`config.mk`:
```
export PLATFORM = sky130hd
export DESIGN_NAME = pll_lock_sequencer_flat
export DESIGN_NICKNAME = d
export VERILOG_FILES = /design/src/rtl/pll_lock_sequencer_pkg.sv /design/src/rtl/pll_lock_sequencer_if.sv /design/src/rtl/pll_lock_sequencer_sync_2ff.sv /design/src/rtl/pll_lock_sequencer.sv /design/src/flat_wrapper.sv
export SDC_FILE = /design/constraint.sdc
export NUM_CORES = 1
export LEC_CHECK = 0
export ABC_AREA = 1
export BUFFER_PORTS_ARGS = -buffer_cell sky130_fd_sc_hd__buf_2
export CORE_MARGIN = 8
export CORE_UTILIZATION = 55
export CTS_BUF_LIST = sky130_fd_sc_hd__clkbuf_2 sky130_fd_sc_hd__clkbuf_4 sky130_fd_sc_hd__clkbuf_8
export CTS_CLUSTER_DIAMETER = 200
export DETAILED_ROUTE_END_ITERATION = 10
export HOLD_SLACK_MARGIN = 0.15
export PLACE_DENSITY = 0.81
export SETUP_SLACK_MARGIN = 0.15
export SLEW_MARGIN = 30
export SYNTH_ARGS = -nofsm -noshare
export SYNTH_HDL_FRONTEND = slang
export SYNTH_SLANG_ARGS = --single-unit
```
`constraint.sdc`:
```
create_clock -name clk -period 1.7 [get_ports clk]
set_clock_uncertainty 0.2 [all_clocks]
set_input_delay 0.425 -clock clk [delete_from_list [all_inputs] [get_ports clk]]
set_output_delay 0.425 -clock clk [all_outputs]
set_load 0.02 [all_outputs]
```
`src/rtl/pll_lock_sequencer_pkg.sv`:
```
// Shared types and defaults for the iCE40 pixel-clock PLL lock sequencer.
package pll_seq_pkg;

  typedef enum logic [2:0] {
    PLL_RST,
    WAIT_LOCK,
    STABLE,
    RUN,
    FAIL
  } pll_seq_state_e;

  localparam int unsigned RST_CYCLES_DEF    = 12;
  localparam int unsigned LOCK_TIMEOUT_DEF  = 1200;
  localparam int unsigned STABLE_CYCLES_DEF = 120;
  localparam int unsigned MAX_RETRIES_DEF   = 3;

  localparam int unsigned RETRY_W = 4;

  function automatic int unsigned max3(int unsigned a, int unsigned b, int unsigned c);
    int unsigned m;
    m = (a > b) ? a : b;
    return (m > c) ? m : c;
  endfunction

endpackage

```
`src/rtl/pll_lock_sequencer_if.sv`:
```
// PLL control/status bundle: master = sequencer, slave = PLL wrapper / downstream consumers.
interface pll_lock_sequencer_if;
  logic                             pll_lock;
  logic                             pll_resetb;
  logic                             sys_rst_n;
  logic                             ready;
  logic                             lock_lost;
  logic [pll_seq_pkg::RETRY_W-1:0]  retry_cnt;
  logic                             fail;

  modport master (
    input  pll_lock,
    output pll_resetb, sys_rst_n, ready, lock_lost, retry_cnt, fail
  );

  modport slave (
    output pll_lock,
    input  pll_resetb, sys_rst_n, ready, lock_lost, retry_cnt, fail
  );
endinterface

```
`src/rtl/pll_lock_sequencer_sync_2ff.sv`:
```
// 1-bit two-flop synchronizer, asynchronous active-low reset to 0.
module sync_2ff (
  input  logic clk,
  input  logic rst_n,
  input  logic d,
  output logic q
);
  logic meta_q, meta_d;
  logic sync_q, sync_d;

  always_comb begin
    meta_d = d;
    sync_d = meta_q;
  end

  always_ff @(posedge clk or negedge rst_n) begin
    if (!rst_n) begin
      meta_q <= 1'b0;
      sync_q <= 1'b0;
    end else begin
      meta_q <= meta_d;
      sync_q <= sync_d;
    end
  end

  assign q = sync_q;
endmodule

```
`src/rtl/pll_lock_sequencer.sv`:
```
// PLL reset/lock sequencer with stable-lock qualification and lock-loss supervision.
// Optional retry limit and FAIL state: define PLL_SEQ_RETRY_LIMIT_EN.
module pll_lock_sequencer
  import pll_seq_pkg::*;
#(
  parameter int unsigned RST_CYCLES    = RST_CYCLES_DEF,
  parameter int unsigned LOCK_TIMEOUT  = LOCK_TIMEOUT_DEF,
  parameter int unsigned STABLE_CYCLES = STABLE_CYCLES_DEF,
  parameter int unsigned MAX_RETRIES   = MAX_RETRIES_DEF
) (
  input  logic                 clk,
  input  logic                 rst,
  pll_lock_sequencer_if.master bus
);
  localparam int unsigned CNT_MAX = max3(RST_CYCLES, LOCK_TIMEOUT, STABLE_CYCLES);
  localparam int unsigned CNT_W   = $clog2(CNT_MAX) + 1;

  if (RST_CYCLES < 1 || LOCK_TIMEOUT < 1 || STABLE_CYCLES < 1 || MAX_RETRIES < 1) begin : g_param_err
    $error("pll_lock_sequencer: cycle parameters and MAX_RETRIES must be >= 1");
  end

  logic lock_s;

  sync_2ff u_lock_sync (
    .clk   (clk),
    .rst_n (rst),
    .d     (bus.pll_lock),
    .q     (lock_s)
  );

  pll_seq_state_e     state_q, state_d;
  logic [CNT_W-1:0]   cnt_q, cnt_d;
  logic [RETRY_W-1:0] retry_cnt_q, retry_cnt_d;
  logic               lock_lost_q, lock_lost_d;
  logic               pll_resetb_q, pll_resetb_d;
  logic               sys_rst_n_q, sys_rst_n_d;
  logic               ready_q, ready_d;
  logic               fail_q, fail_d;
  logic               expired;

  always_comb begin
    state_d     = state_q;
    expired     = (cnt_q == '0);
    cnt_d       = expired ? '0 : cnt_q - CNT_W'(1);
    retry_cnt_d = retry_cnt_q;
    lock_lost_d = lock_lost_q;

    case (state_q)
      PLL_RST: begin
        if (expired) begin
          state_d = WAIT_LOCK;
          cnt_d   = CNT_W'(LOCK_TIMEOUT - 1);
        end
      end
      WAIT_LOCK: begin
        // Lock is checked before the timeout so a same-cycle tie is not a retry.
        if (lock_s) begin
          state_d = STABLE;
          cnt_d   = CNT_W'(STABLE_CYCLES - 1);
        end else if (expired) begin
          if (retry_cnt_q != '1) retry_cnt_d = retry_cnt_q + RETRY_W'(1);
          state_d = PLL_RST;
          cnt_d   = CNT_W'(RST_CYCLES - 1);
`ifdef PLL_SEQ_RETRY_LIMIT_EN
          if (32'(retry_cnt_d) == MAX_RETRIES) state_d = FAIL;
`endif
        end
      end
      STABLE: begin
        if (!lock_s) begin
          state_d = WAIT_LOCK;
          cnt_d   = CNT_W'(LOCK_TIMEOUT - 1);
        end else if (expired) begin
          state_d = RUN;
          cnt_d   = '0;
        end
      end
      RUN: begin
        if (!lock_s) begin
          state_d     = PLL_RST;
          cnt_d       = CNT_W'(RST_CYCLES - 1);
          lock_lost_d = 1'b1;
        end
      end
`ifdef PLL_SEQ_RETRY_LIMIT_EN
      FAIL: begin
        state_d = FAIL;
        cnt_d   = '0;
      end
`endif
      default: begin
        state_d = PLL_RST;
        cnt_d   = CNT_W'(RST_CYCLES - 1);
      end
    endcase

    pll_resetb_d = (state_d == WAIT_LOCK) || (state_d == STABLE) || (state_d == RUN);
    sys_rst_n_d  = (state_d == RUN);
    ready_d      = (state_d == RUN);
    fail_d       = (state_d == FAIL);
  end

  // Reset count is one longer than a normal load: release counts as the PLL_RST entry edge.
  always_ff @(posedge clk or negedge rst) begin
    if (!rst) begin
      state_q      <= PLL_RST;
      cnt_q        <= CNT_W'(RST_CYCLES);
      retry_cnt_q  <= '0;
      lock_lost_q  <= 1'b0;
      pll_resetb_q <= 1'b0;
      sys_rst_n_q  <= 1'b0;
      ready_q      <= 1'b0;
      fail_q       <= 1'b0;
    end else begin
      state_q      <= state_d;
      cnt_q        <= cnt_d;
      retry_cnt_q  <= retry_cnt_d;
      lock_lost_q  <= lock_lost_d;
      pll_resetb_q <= pll_resetb_d;
      sys_rst_n_q  <= sys_rst_n_d;
      ready_q      <= ready_d;
      fail_q       <= fail_d;
    end
  end

  assign bus.pll_resetb = pll_resetb_q;
  assign bus.sys_rst_n  = sys_rst_n_q;
  assign bus.ready      = ready_q;
  assign bus.lock_lost  = lock_lost_q;
  assign bus.retry_cnt  = retry_cnt_q;
`ifdef PLL_SEQ_RETRY_LIMIT_EN
  assign bus.fail       = fail_q;
`else
  assign bus.fail       = 1'b0;
`endif
endmodule

```
`src/flat_wrapper.sv`:
```
// flat-port wrapper written by rule: the top's interface ports become plain ports
module pll_lock_sequencer_flat import pll_seq_pkg::*;
#(
  parameter int unsigned RST_CYCLES    = RST_CYCLES_DEF,
  parameter int unsigned LOCK_TIMEOUT  = LOCK_TIMEOUT_DEF,
  parameter int unsigned STABLE_CYCLES = STABLE_CYCLES_DEF,
  parameter int unsigned MAX_RETRIES   = MAX_RETRIES_DEF
)
  (clk, rst, bus_pll_lock, bus_pll_resetb, bus_sys_rst_n, bus_ready, bus_lock_lost, bus_retry_cnt, bus_fail);
  pll_lock_sequencer_if bus_i ();
  input  logic clk;
  input  logic rst;
  input wire logic [$bits(bus_i.pll_lock)-1:0] bus_pll_lock;
  output wire logic [$bits(bus_i.pll_resetb)-1:0] bus_pll_resetb;
  output wire logic [$bits(bus_i.sys_rst_n)-1:0] bus_sys_rst_n;
  output wire logic [$bits(bus_i.ready)-1:0] bus_ready;
  output wire logic [$bits(bus_i.lock_lost)-1:0] bus_lock_lost;
  output wire logic [$bits(bus_i.retry_cnt)-1:0] bus_retry_cnt;
  output wire logic [$bits(bus_i.fail)-1:0] bus_fail;
  assign bus_i.pll_lock = bus_pll_lock;
  assign bus_pll_resetb = bus_i.pll_resetb;
  assign bus_sys_rst_n = bus_i.sys_rst_n;
  assign bus_ready = bus_i.ready;
  assign bus_lock_lost = bus_i.lock_lost;
  assign bus_retry_cnt = bus_i.retry_cnt;
  assign bus_fail = bus_i.fail;
  pll_lock_sequencer #(.RST_CYCLES(RST_CYCLES), .LOCK_TIMEOUT(LOCK_TIMEOUT), .STABLE_CYCLES(STABLE_CYCLES), .MAX_RETRIES(MAX_RETRIES)) u_core (.clk(clk), .rst(rst), .bus(bus_i));
endmodule
```
=== After elaboration in Yosys (flattened, before gate mapping) ===
Index checks and enable logic that the tools add are counted.

* Input bits: 3
* Word-level logic and storage cells: 39
* Bits in registers: 24

* Reductions and logical operators: 6
* Add/sub/neg operators: 2
* Multiplexer cells: 15
* Equality and inequality tests: 7
* Bitwise operators: 1

{| class="wikitable"
|+ Operator list
! cell !! count
|-
| 2-to-1 mux 12 bit || 7
|-
| one-hot mux 12 bit (4 select lines) || 1
|-
| 2-to-1 mux 3 bit || 6
|-
| equality test 3 x 2 -> 1 bit, second input constant || 4
|-
| logical NOT 12 bit || 1
|-
| one-hot mux 3 bit (4 select lines) || 1
|-
| subtractor 12 x 1 -> 12 bit, second input constant || 1
|-
| equality test 3 x 1 -> 1 bit, second input constant || 2
|-
| adder 4 x 1 -> 4 bit, second input constant || 1
|-
| inequality test 4 bit, second input constant || 1
|-
| AND reduction 4 bit || 1
|-
| logical NOT 3 bit || 1
|-
| logical OR 1 bit || 2
|-
| AND reduction 2 bit || 1
|-
| inverter 1 bit || 1
|}

=== Depth between registers and ports, before layout ===
Gate-level depths: netlist of the first run.

* Depth in word-level cells: 7
* Mapped depth: 10

=== Hierarchy ===
From an unflattened synthesis of the first run, not the netlist that was laid out.

* Cell total of the unflattened synthesis: 183
* Area, all modules: 1396.3 um^2

{| class="wikitable"
|+ Modules (own cells, without submodules)
! module !! area an instance (um^2) !! times used !! cells an instance
|-
| pll_lock_sequencer || 1346.3 || 1 || 181
|-
| sync_2ff || 50.0 || 1 || 2
|}

=== Worst setup path after synthesis of the first run ===
Ideal clock, no wire load.

* Kind: reg2reg
* Start: register u_core.cnt_q[0]
* End: register u_core.cnt_q[5]
* Required time: 1.376 ns
* Setup slack: 0.049 ns
* Cell stages (with the launch flop): 11
* Path buffers: 1
* Data arrival time: 1.327 ns
* Path through: dfrtp_1 inv_1 ha_1 nand2_2 nor2_4 nand2_2 buf_6 nand2_1 nand2_1 nand2_1 nand3_1

* Cells in the longest elaborated chain, start to end: 5
* Elaborated cells between the ends (all ways): 10
* Classes of those cells: add/sub: 1; mux: 8; reduce/logical: 1

{| class="wikitable"
|+ Ends and longest elaborated chain
! item !! line !! source
|-
| start, declared || pll_lock_sequencer.sv:32 || <nowiki>logic [CNT_W-1:0] cnt_q, cnt_d;</nowiki>
|-
| start signal, assigned || pll_lock_sequencer.sv:107 || <nowiki>cnt_q <= CNT_W'(RST_CYCLES);</nowiki>
|-
| start signal, assigned || pll_lock_sequencer.sv:116 || <nowiki>cnt_q <= cnt_d;</nowiki>
|-
| subtractor 12 x 1 -> 12 bit / logical NOT 12 bit (equally long branches) || pll_lock_sequencer.sv:44, pll_lock_sequencer.sv:43 ||
|-
| 2-to-1 mux 12 bit || pll_lock_sequencer.sv:44 || <nowiki>cnt_d = expired ? '0 : cnt_q - CNT_W'(1);</nowiki>
|-
| 2-to-1 mux 12 bit (on tied branches) || pll_lock_sequencer.sv:73, pll_lock_sequencer.sv:60 ||
|-
| 2-to-1 mux 12 bit (on tied branches) || pll_lock_sequencer.sv:70, pll_lock_sequencer.sv:57 ||
|-
| one-hot mux 12 bit (4 select lines) * || pll_lock_sequencer.sv:48 || <nowiki>case (state_q)</nowiki>
|-
| named net u_core.cnt_d[5] || pll_lock_sequencer.sv:32 ||
|}

The timed path passes the listed nets; every way through them passes the cells marked *.
A chain may end at the register's enable or synchronous reset.

=== Worst setup path after layout of the first run ===
* Start: register u_core.cnt_q[4]
* End: register u_core.cnt_q[5]

The elaborated chain is that of the path after synthesis.

==> summary.md, run 1 <==
| Metric | Value |
|---|---|
| CTS tree | `yes` |
| TritonRoute pass-1 iters | `4` |
| Via count | `approximately 1300` |
| Starting Density | `0.5629` |
| 1st-iter DRT viols | `73` |
| Max VDD drop | `between 0.0005 and 0.0006 V` |
| RSZ-0062 raised after global routing | `true` |
| Horiz. Die Dim | `65.43 um` |
| First-pass GRT wire length | `approximately 5400 um` |
| Hold slack | `0.1908 ns` |
| Fraction of layout instances using a drive strength above 1 | `0.4009` |
| Final core utilization | `0.7479` |
| HP Class | `reg -> reg` |
| Mapped cell area | `about 0.0013 mm^2` |
| Max-slew violations | `0` |
| Post-synth cell types | `25` |
| # nets final | `between 200 and 250` |
| Req. time, crit path | `1.75 ns` |
| Mapped Avg Cell Area | `about 7.6 um^2` |
| DIE AREA | `0.004281 mm^2` |
| Rows | `18` |
| Crit Path Category | `reg -> reg` |
| Final hold vios | `0` |
| GPL Wtd Cong | `about 1` |
| # DRC | `0` |
| Max Cap Viol | `0` |
| Slack of the critical path | `-0.06117 ns` |
| Clock Latency Late Sink | `~0.32 ns` |
| Placeable core area | `approximately 0.0024 mm^2` |
| Initial antenna violation count | `0` |
| Fin cells | `242` |
| Dpl ws | `-0.01703 ns` |
| Ports | `12` |
| Vias in the first global route | `~1300` |
| Final setup fails | `1` |
| Final period utilization | `1.036` |
| Antenna diodes | `0` |
| CTS root buffer | `clkbuf_4` |
| Wirelength per Cell | `around 15 um` |
| Sequential share of the synthesized area | `0.4488` |
| Critical Path AT | `approximately 1.8 ns` |
| Largest net degree at the start of global routing | `25` |
| Worst-path cell chain | `nor2_2 > nand2_2 > nor2_4 > nand2_4 > buf_6 > nand3_1 > nand2_1 > nand3_1` |
| Placed cell areas | `around 0.0015 mm^2` |
| Top cell by count, worst path | `nand3_1` |
| Synth Warn # | `0` |
| # clock sinks | `24` |
| GR Util All Layers | `0.1596` |
| GRT overflow | `0` |
| Max Freq | `roughly 570 MHz` |
| H-tree levels | `1` |
| CP max-delay cell | `dfrtp_1` |
| Inst Count DP | `219` |
| Die Height | `between 60 and 70 um` |
| Type of origin of the critical path | `flip-flop` |
| Reg2reg setup slack | `-0.06 ns` |
| Outcome | `finished with violations` |
| Crit end category | `flip-flop` |
| Post-Synthesis Cells | `176` |
| Post-layout min period | `1.761 ns` |
| FF+latch count, synth | `24` |
| DRT antenna net count | `0` |
| Num CTS Buffers | `3` |
| Worst Max-Slew Pin Slew | `~0.53 ns` |
| Clock slew at reported path FFs | `roughly 0.13 ns` |
| Maximum clock path buffer count | `2` |
| Max incr delay on CP | `between 0.4 and 0.5 ns` |
| Final WL | `~3700 um` |
| DR vias/cell | `5.574` |
| Lkg Pwr | `0.9410 nW` |
| Cell area after layout | `between 0.0015 and 0.002 mm^2` |
| Critical Path Fanout Max | `7` |
| Failing checks | `setup timing` |
| P per Cell Area | `696.9 mW/mm^2` |
| Max-slew headroom | `0.6488` |
| Final HPWL DP | `2180 um` |
| Buffers on Ports | `10` |
| P&R area growth vs syn | `32.87%` |
==> synthesized netlist by cell type, drive strengths merged <==
master / number / share of area
ha: 2 / 0.019
nor2: 24 / 0.082
buf: 3 / 0.020
and2: 1 / 0.0065
inv: 27 / 0.075
xnor2: 5 / 0.033
o21bai: 2 / 0.011
o22ai: 1 / 0.0047
dfstp: 2 / 0.039
o21ai: 7 / 0.026
nand4: 4 / 0.023
nand2: 55 / 0.16
nand3: 13 / 0.048
nor3: 1 / 0.0037
xor2: 4 / 0.026
dfrtp: 22 / 0.41
a21oi: 2 / 0.0074
conb: 1 / 0.0028
==> cell families (layout without fill, tap and decap cells) <==
group           after synthesis  in the layout  synth area share
flops                        24             24            0.4488
buf+inv                      30             65           0.09497
compound gates               12             12           0.04935
other cells                   1              2          0.002791
simple gates                 98             98            0.3268
xor+xnor                      9              9           0.05866
fa+ha+maj                     2              2           0.01862
==> area by class of cell <==
cell class | count | area [um^2]
Timing Repair Buffer | 34 | 265.3
Inverter | 27 | 101.3
Clock buffer | 4 | 30.03
Multi-Input combinational cell | 123 | 748.2
Tap cell | 30 | 37.54
Fill cell | 164 | 601.8
Sequential cell | 24 | 603.1
==> registers in the layout (all words and copies together) (netlist names) <==
| name | flops |
|---|---|
| u_core.u_lock_sync.meta_q | 1 |
| u_core.bus.pll_resetb | 1 |
| u_core.bus.retry_cnt | 4 |
| u_core.cnt_q | 12 |
| u_core.u_lock_sync.q | 1 |
| u_core.bus.ready | 1 |
| u_core.state_q | 3 |
| u_core.bus.lock_lost | 1 |
==> report_power, final <==
group          switching [W]  total [W]  leakage [nW]  internal, W
registers          0.0000302   0.000637         0.313     0.000607
logic               0.000192   0.000324         0.609     0.000132
clock network       0.000175   0.000283        0.0184     0.000108
==> worst max-delay path, delay by kind of cell (launching register included) <==
kind | cells | cell delay, ns
AND/OR/NAND/NOR | 7 | 0.90
flip-flops | 1 | 0.45
buffers and inverters | 1 | 0.15
==> metal layers <==
| metal | up-vias | track usage | share of wire |
|---|---|---|---|
| met1 | 626 | 0.1728 | 0.36 |
| met4 | 0 | 0.06267 | 0.046 |
| li1 | 612 | - | - |
| met5 | - | 0 | 0 |
| met3 | 22 | 0.04082 | 0.076 |
| met2 | 89 | 0.2891 | 0.52 |
==> repair_timing <==
action	in CTS	in global routing
gates resized for setup	14	34
setup endpoints to repair	18	22
pin swaps	4	12
buffers inserted	10	7
endpoints found under the hold margin	23	0
hold buffers	2	0
==> through the flow <==
stage / power, W / setup TNS, ns
6_report: 0.001244 / -0.06117
5_1_grt: 0.001303 / -0.7438
4_1_cts: 0.001166 / 0
3_5_place_dp: 0.0008673 / -0.01703
3_3_place_gp: 0.0008564 / 0
2_1_floorplan: 0.0007995 / 0
==> worst paths after layout <==
| kind | from | cells after the start | end |
|---|---|---|---|
| min in group asynchronous | rst | 2 | u_core.cnt_q[7]$_DFF_PN0_ |
| max | u_core.cnt_q[4]$_DFF_PN0_ | 8 | u_core.cnt_q[5]$_DFF_PN0_ |
| min | u_core.u_lock_sync.meta_q$_DFF_PN0_ | 0 | u_core.u_lock_sync.q$_DFF_PN0_ |
| min reg2reg | u_core.u_lock_sync.meta_q$_DFF_PN0_ | 0 | u_core.u_lock_sync.q$_DFF_PN0_ |
| max reg2reg | u_core.cnt_q[4]$_DFF_PN0_ | 8 | u_core.cnt_q[5]$_DFF_PN0_ |
| max in group asynchronous | rst | 2 | u_core.cnt_q[2]$_DFF_PN1_ |
==> cells in the final DEF, fill, tap and decap left out, drive strengths merged <==
cell | synthesis | routed
nand4 | 4 | 4
a21oi | 2 | 2
nor3 | 1 | 1
xor2 | 4 | 4
nor2 | 24 | 24
nand2 | 55 | 55
o22ai | 1 | 1
o21bai | 2 | 2
clkbuf | 0 | 4
inv | 27 | 27
dfstp | 2 | 2
and2 | 1 | 1
xnor2 | 5 | 5
o21ai | 7 | 7
dlygate4sd3 | 0 | 2
dfrtp | 22 | 22
buf | 3 | 32
nand3 | 13 | 13
conb | 1 | 2
ha | 2 | 2
Note: power is estimated with default switching activity, not from simulation.
==> inputs of run 2 (changes only) <==
CELL_PAD_IN_SITES_DETAIL_PLACEMENT = 0   (was unset)
CELL_PAD_IN_SITES_GLOBAL_PLACEMENT = 1   (was unset)
CORE_UTILIZATION = 40   (was 55)
PLACE_DENSITY = 0.79   (was 0.81)
SKIP_CTS_REPAIR_TIMING = 1   (was unset)
==> run 2 against run 1 <==
Against the previous run:
- the run now ends clean
- wire length decreased by 29%
- register-to-register slack improved by 0.11 ns
- non-clock buffer count decreased by 9
- maximum frequency up 6.4%
- critical path type unchanged
- largest power group unchanged
- highest routed layer unchanged
==> summary.md, run 2 (synthesis gave the netlist of run 1 again) <==
| Metric | Value |
|---|---|
| Outcome | `completed (was finished with violations)` |
| Final core utilization | `0.5147 (was 0.7479)` |
| Max incr delay on CP | `0.40 ns (was 0.45 ns)` |
| P per Cell Area | `699.3 mW/mm^2 (was 696.9 mW/mm^2)` |
| Hold path depth | `0 (unchanged)` |
| Max VDD drop | `0.0004854 V (was 0.0005999 V)` |
| Power consumption | `0.001182 W (was 0.001244 W)` |
| Vias in the first global route | `1090 (was 1262)` |
| Most frequent cells in the layout | `nand2_1 (48), inv_1 (21), dfrtp_1 (21) (was nand2_1 (41), dfrtp_1 (22), inv_1 (19), buf_4 (19), nand2_2 (12))` |
| Final HPWL DP | `2104 um (was 2180 um)` |
| Final WL | `2671 um (was 3746 um)` |
| Reg2Reg Depth | `8 (unchanged)` |
| GRT overflow | `0 (unchanged)` |
| RSZ-0062 raised after global routing | `true (unchanged)` |
| Clock Latency Late Sink | `0.31 ns (was 0.32 ns)` |
| P&R area growth vs syn | `25.79% (was 32.87%)` |
| CP bufs+invs | `3 (was 1)` |
| Wirelength per Cell | `10.73 um (was 15.48 um)` |
| Delay-heaviest family, CP | `flip-flops (was simple AND/OR/NAND/NOR gates)` |
| Lkg Pwr | `0.9049 nW (was 0.9410 nW)` |
| Horiz. Die Dim | `73.96 um (was 65.43 um)` |
| Fraction of layout instances using a drive strength above 1 | `0.2906 (was 0.4009)` |
| Req. time, crit path | `1.72 ns (was 1.75 ns)` |
| Type of origin of the critical path | `flip-flop (unchanged)` |
| TritonRoute pass-1 iters | `4 (unchanged)` |
| Max-slew headroom | `0.6620 (was 0.6488)` |
| GR Util All Layers | `0.1056 (was 0.1596)` |
| Worst-path cell chain | `inv_1 > ha_4 > nand2_4 > nor2_4 > buf_4 > nand4_4 > xor2_1 > inv_1 (was nor2_2 > nand2_2 > nor2_4 > nand2_4 > buf_6 > nand3_1 > nand2_1 > nand3_1)` |
| Fillers | `316 (was 164)` |
| Max Cap Viol | `0 (unchanged)` |
| Ports | `12 (unchanged)` |
| GPL Wtd Cong | `0.8582 (was 0.9832)` |
| # clock sinks | `24 (unchanged)` |
| Worst Max-Slew Pin Slew | `0.5070 ns (was 0.5269 ns)` |
| Maximum clock path buffer count | `2 (unchanged)` |
| # nets final | `209 (was 218)` |
| 1st-iter DRT viols | `34 (was 73)` |
| CP max-delay cell | `dfrtp_1 (unchanged)` |
| Inst Count DP | `241 (was 219)` |
| Max FFs per register | `12 (unchanged)` |
| Crit Path Category | `reg -> reg (unchanged)` |
| Starting Density | `0.4091 (was 0.5629)` |
| DRT antenna net count | `0 (unchanged)` |
| Via count | `1109 (was 1349)` |
| Top cell by count, worst path | `inv_1 (was nand3_1)` |
| H-tree levels | `1 (unchanged)` |
| Post-layout min period | `1.655 ns (was 1.761 ns)` |
| Most common cell after layout, fill and taps aside | `nand2_1 (unchanged)` |
| Register with the most flip-flops | `u_core.cnt_q (unchanged)` |
| Final period utilization | `0.9735 (was 1.036)` |
| Num CTS Buffers | `3 (unchanged)` |
| Cell area after layout | `0.001690 mm^2 (was 0.001785 mm^2)` |
| Initial antenna violation count | `0 (unchanged)` |
| Buffers on Ports | `10 (unchanged)` |
| First-pass GRT wire length | `4588 um (was 5430 um)` |
| Final setup fails | `0 (was 1)` |
| Final hold vios | `0 (unchanged)` |
| HP Class | `reg -> reg (unchanged)` |
| Rows | `21 (was 18)` |
| Critical Path Fanout Max | `7 (unchanged)` |
| Max-slew violations | `0 (unchanged)` |
| Critical Path AT | `1.67 ns (was 1.81 ns)` |
| Antenna diodes | `0 (unchanged)` |
| Placeable core area | `0.003284 mm^2 (was 0.002387 mm^2)` |
| Largest net degree at the start of global routing | `25 (unchanged)` |
| CTS tree | `yes (unchanged)` |
| DIE AREA | `0.005470 mm^2 (was 0.004281 mm^2)` |
| Crit end category | `flip-flop (unchanged)` |
| DR vias/cell | `4.454 (was 5.574)` |
| Max Freq | `604.2 MHz (was 567.8 MHz)` |
| Placed cell areas | `0.001529 mm^2 (was 0.001464 mm^2)` |
| CTS root buffer | `clkbuf_4 (unchanged)` |
| Stages on worst setup path | `8 (unchanged)` |
| Die Height | `73.96 um (was 65.43 um)` |
| # DRC | `0 (unchanged)` |
| Clock slew at reported path FFs | `0.13 ns (about the same)` |
| Fin cells | `249 (was 242)` |
run 2: changes by cell type in the layout (fill, tap and decap cells not counted), sizes merged:
cell  previous run  this run
buf             32        23
run 2: per-layer routing:
| metal | vias to the layer above | share of wire | global-route usage |
|---|---|---|---|
| li1 | 590 | - | - |
| met4 | 0 | 0.013 | 0.03326 |
| met2 | 12 | 0.50 | 0.1836 |
| met5 | - | 0 | 0 |
| met3 | 5 | 0.019 | 0.01213 |
| met1 | 502 | 0.47 | 0.1318 |
run 2: stage by stage:
step                 TNS [ns]  hold WS, ns  setup WS, ns
global placement            0       0.1397       0.06837
floorplan                   0     -0.07059        0.1561
global route         -0.01621       0.1906      -0.01260
finish                      0       0.1707       0.04503
detailed placement          0       0.1485       0.01804
CTS                 -0.001581      -0.1152     -0.001581
run 2: cell type report:
type | instances | area [um^2] | area share
Tap cell | 46 | 57.56 | 0.03405
Timing Repair Buffer | 25 | 186.4 | 0.1103
Clock buffer | 4 | 36.28 | 0.02147
Multi-Input combinational cell | 123 | 704.4 | 0.4167
Inverter | 27 | 101.3 | 0.05996
Sequential cell | 24 | 604.3 | 0.3575
run 2: worst paths after layout:
check / from / slack (ns) / endpoint
max in group asynchronous: rst / 0.53 / u_core.cnt_q[3]$_DFF_PN1_
setup reg to reg: u_core.cnt_q[1]$_DFF_PN0_ / 0.05 / u_core.bus.retry_cnt[0]$_DFFE_PN0P_
hold reg to reg: u_core.u_lock_sync.meta_q$_DFF_PN0_ / 0.17 / u_core.u_lock_sync.q$_DFF_PN0_
min in group asynchronous: rst / 0.40 / u_core.bus.lock_lost$_DFFE_PN0P_
hold / removal: u_core.u_lock_sync.meta_q$_DFF_PN0_ / 0.17 / u_core.u_lock_sync.q$_DFF_PN0_
setup / recovery: u_core.cnt_q[1]$_DFF_PN0_ / 0.05 / u_core.bus.retry_cnt[0]$_DFFE_PN0P_
run 2: power by group:
part           switching [W]  internal [W]
clock               0.000166      0.000131
sequential         0.0000237      0.000607
combinational       0.000156     0.0000997
==> inputs of run 3 (changes only) <==
CORE_ASPECT_RATIO = 2   (was unset)
==> run 3 against run 2 <==
Against the previous run:
- maximum frequency rose by 2.0%
- count of clock-buffer cells in the layout fell by 1
- global-route usage rose by 0.63 points
- largest cell class unchanged
- via count rose by 4.1%
- non-clock buffer count rose by 5
- die area rose by 2.1%
- sequential cell count did not move
- register-to-register slack improved by 0.03 ns
- final area rose by 5.9%
- wire length rose by 14%
- power rose by 22%
- core utilization rose by 2.7 points
- highest routed layer unchanged
==> summary.md, run 3 (synthesis gave the netlist of run 1 again) <==
| Metric | Value |
|---|---|
| # DRC | `0 (unchanged)` |
| Final WL | `3042 um (was 2671 um)` |
| Maximum clock path buffer count | `2 (unchanged)` |
| Final HPWL DP | `2275 um (was 2104 um)` |
| Dpl ws | `0.02994 ns (was 0.01804 ns)` |
| Via count | `1155 (was 1109)` |
| Max Freq | `616.3 MHz (was 604.2 MHz)` |
| Power consumption | `0.001441 W (was 0.001182 W)` |
| RSZ-0062 raised after global routing | `true (unchanged)` |
| Rows | `30 (was 21)` |
| Clock Latency Late Sink | `0.28 ns (was 0.31 ns)` |
| CP max-delay cell | `dfrtp_1 (unchanged)` |
| Max FFs per register | `12 (unchanged)` |
| DRT antenna net count | `0 (unchanged)` |
| 1st-iter DRT viols | `30 (was 34)` |
| P per Cell Area | `805.0 mW/mm^2 (was 699.3 mW/mm^2)` |
| Most frequent cells in the layout | `nand2_1 (44), inv_1 (20), dfrtp_1 (20) (was nand2_1 (48), inv_1 (21), dfrtp_1 (21))` |
| Crit Path Category | `reg -> reg (unchanged)` |
| Hold path depth | `0 (unchanged)` |
| GRT overflow | `0 (unchanged)` |
| Placeable core area | `0.003303 mm^2 (was 0.003284 mm^2)` |
| Reg2Reg Depth | `10 (was 8)` |
| GR Util All Layers | `0.1119 (was 0.1056)` |
| First-pass GRT wire length | `5126 um (was 4588 um)` |
| CTS tree | `yes (unchanged)` |
| Max incr delay on CP | `0.40 ns (about the same)` |
| Final period utilization | `0.9545 (was 0.9735)` |
| P&R area growth vs syn | `33.24% (was 25.79%)` |
| Type of origin of the critical path | `flip-flop (unchanged)` |
| Critical Path Fanout Max | `3 (was 7)` |
| Max-slew violations | `0 (unchanged)` |
| Lkg Pwr | `0.9375 nW (was 0.9049 nW)` |
| Hold slack | `0.1557 ns (was 0.1707 ns)` |
| Vias in the first global route | `1185 (was 1090)` |
| Register with the most flip-flops | `u_core.cnt_q (unchanged)` |
| # clock sinks | `24 (unchanged)` |
| Starting Density | `0.4068 (was 0.4091)` |
| Final setup fails | `0 (unchanged)` |
| # nets final | `214 (was 209)` |
| Slack of the critical path | `0.07741 ns (was 0.04503 ns)` |
| Initial antenna violation count | `0 (unchanged)` |
| CTS root buffer | `clkbuf_8 (was clkbuf_4)` |
| Crit end category | `flip-flop (unchanged)` |
| DR vias/cell | `4.813 (was 4.454)` |
| Max VDD drop | `0.0005973 V (was 0.0004854 V)` |
| Ports | `12 (unchanged)` |
| Worst-path cell chain | `inv_2 > ha_4 > nand2_4 > nor2_4 > buf_6 > nand3_2 > nand2_2 > nand2_2 > nand2_2 > nand2_1 (was inv_1 > ha_4 > nand2_4 > nor2_4 > buf_4 > nand4_4 > xor2_1 > inv_1)` |
| Req. time, crit path | `1.67 ns (was 1.72 ns)` |
| Num CTS Buffers | `3 (unchanged)` |
| Most common cell after layout, fill and taps aside | `nand2_1 (unchanged)` |
| Antenna diodes | `0 (unchanged)` |
| Fillers | `308 (was 316)` |
| DIE AREA | `0.005583 mm^2 (was 0.005470 mm^2)` |
| Top cell by count, worst path | `nand2_2 (was inv_1)` |
| HP Class | `reg -> reg (unchanged)` |
| Final hold vios | `0 (unchanged)` |
| Worst Max-Slew Pin Slew | `0.5375 ns (was 0.5070 ns)` |
| Largest net degree at the start of global routing | `25 (unchanged)` |
| GPL Wtd Cong | `0.8805 (was 0.8582)` |
| Fraction of layout instances using a drive strength above 1 | `0.3798 (was 0.2906)` |
| Horiz. Die Dim | `56.99 um (was 73.96 um)` |
| Cell area after layout | `0.001790 mm^2 (was 0.001690 mm^2)` |
| Outcome | `completed (unchanged)` |
| Buffers on Ports | `10 (unchanged)` |
| Final core utilization | `0.5420 (was 0.5147)` |
| Post-layout min period | `1.623 ns (was 1.655 ns)` |
| Placed cell areas | `0.001526 mm^2 (was 0.001529 mm^2)` |
| Max Cap Viol | `0 (unchanged)` |
| Wirelength per Cell | `12.68 um (was 10.73 um)` |
| Critical Path AT | `1.59 ns (was 1.67 ns)` |
| H-tree levels | `1 (unchanged)` |
| Max-slew headroom | `0.6417 (was 0.6620)` |
| TritonRoute pass-1 iters | `4 (unchanged)` |
| Die Height | `97.97 um (was 73.96 um)` |
| Clock slew at reported path FFs | `0.09 ns (was 0.13 ns)` |
-- run 3: cell count changes in the layout (fill, tap and decap cells not counted), sizes merged --
cell | before | now
bufinv | 0 | 1
buf | 23 | 28
clkbuf | 4 | 3
-- run 3: critical path: cells and delay by family, from the launching register on --
family	cells	cell delay [ns]
AND/OR/NAND/NOR	7	0.56
flip-flops	1	0.40
buffers and inverters	2	0.21
adder cells (fa/ha/maj)	1	0.14
-- run 3: metal layers --
| layer | global-route usage | up-vias | share of wire |
|---|---|---|---|
| met4 | 0.06182 | 0 | 0.027 |
| met1 | 0.1284 | 534 | 0.40 |
| li1 | - | 600 | - |
| met2 | 0.1881 | 14 | 0.54 |
| met3 | 0.01688 | 7 | 0.028 |
| met5 | 0 | - | 0 |
-- run 3: per-stage QoR --
stage          setup TNS [ns]  cells
2_1_floorplan               0    177
3_3_place_gp                0    229
3_5_place_dp                0    229
4_1_cts                     0    233
5_1_grt              -0.02309    240
6_report                    0    240
-- run 3: worst paths after layout --
check / slack, ns / endpoint / from
hold reg to reg: 0.16 / u_core.u_lock_sync.q$_DFF_PN0_ / u_core.u_lock_sync.meta_q$_DFF_PN0_
setup / recovery: 0.08 / u_core.bus.pll_resetb$_DFF_PN0_ / u_core.cnt_q[1]$_DFF_PN0_
min in group asynchronous: 0.46 / u_core.cnt_q[7]$_DFF_PN0_ / rst
hold / removal: 0.16 / u_core.u_lock_sync.q$_DFF_PN0_ / u_core.u_lock_sync.meta_q$_DFF_PN0_
max in group asynchronous: 0.45 / u_core.state_q[2]$_DFF_PN0_ / rst
setup reg to reg: 0.08 / u_core.bus.pll_resetb$_DFF_PN0_ / u_core.cnt_q[1]$_DFF_PN0_
-- run 3: report_power, final --
group | leakage [nW] | switching [W] | internal (W) | total, W
Sequential | 0.310 | 0.0000314 | 0.000607 | 0.000638
Clock | 0.0357 | 0.000192 | 0.000315 | 0.000508
Combinational | 0.591 | 0.000174 | 0.000121 | 0.000295
-- run 3: layout make-up --
class	count	area (um^2)	area share
clock buffers	3	41.29	0.02306
multi-input cells	123	755.7	0.4221
clock inverters	1	30.03	0.01677
inverters	27	101.3	0.05660
flip-flops and latches	24	605.6	0.3382
repair buffers	30	216.5	0.1209
well taps	32	40.04	0.02236
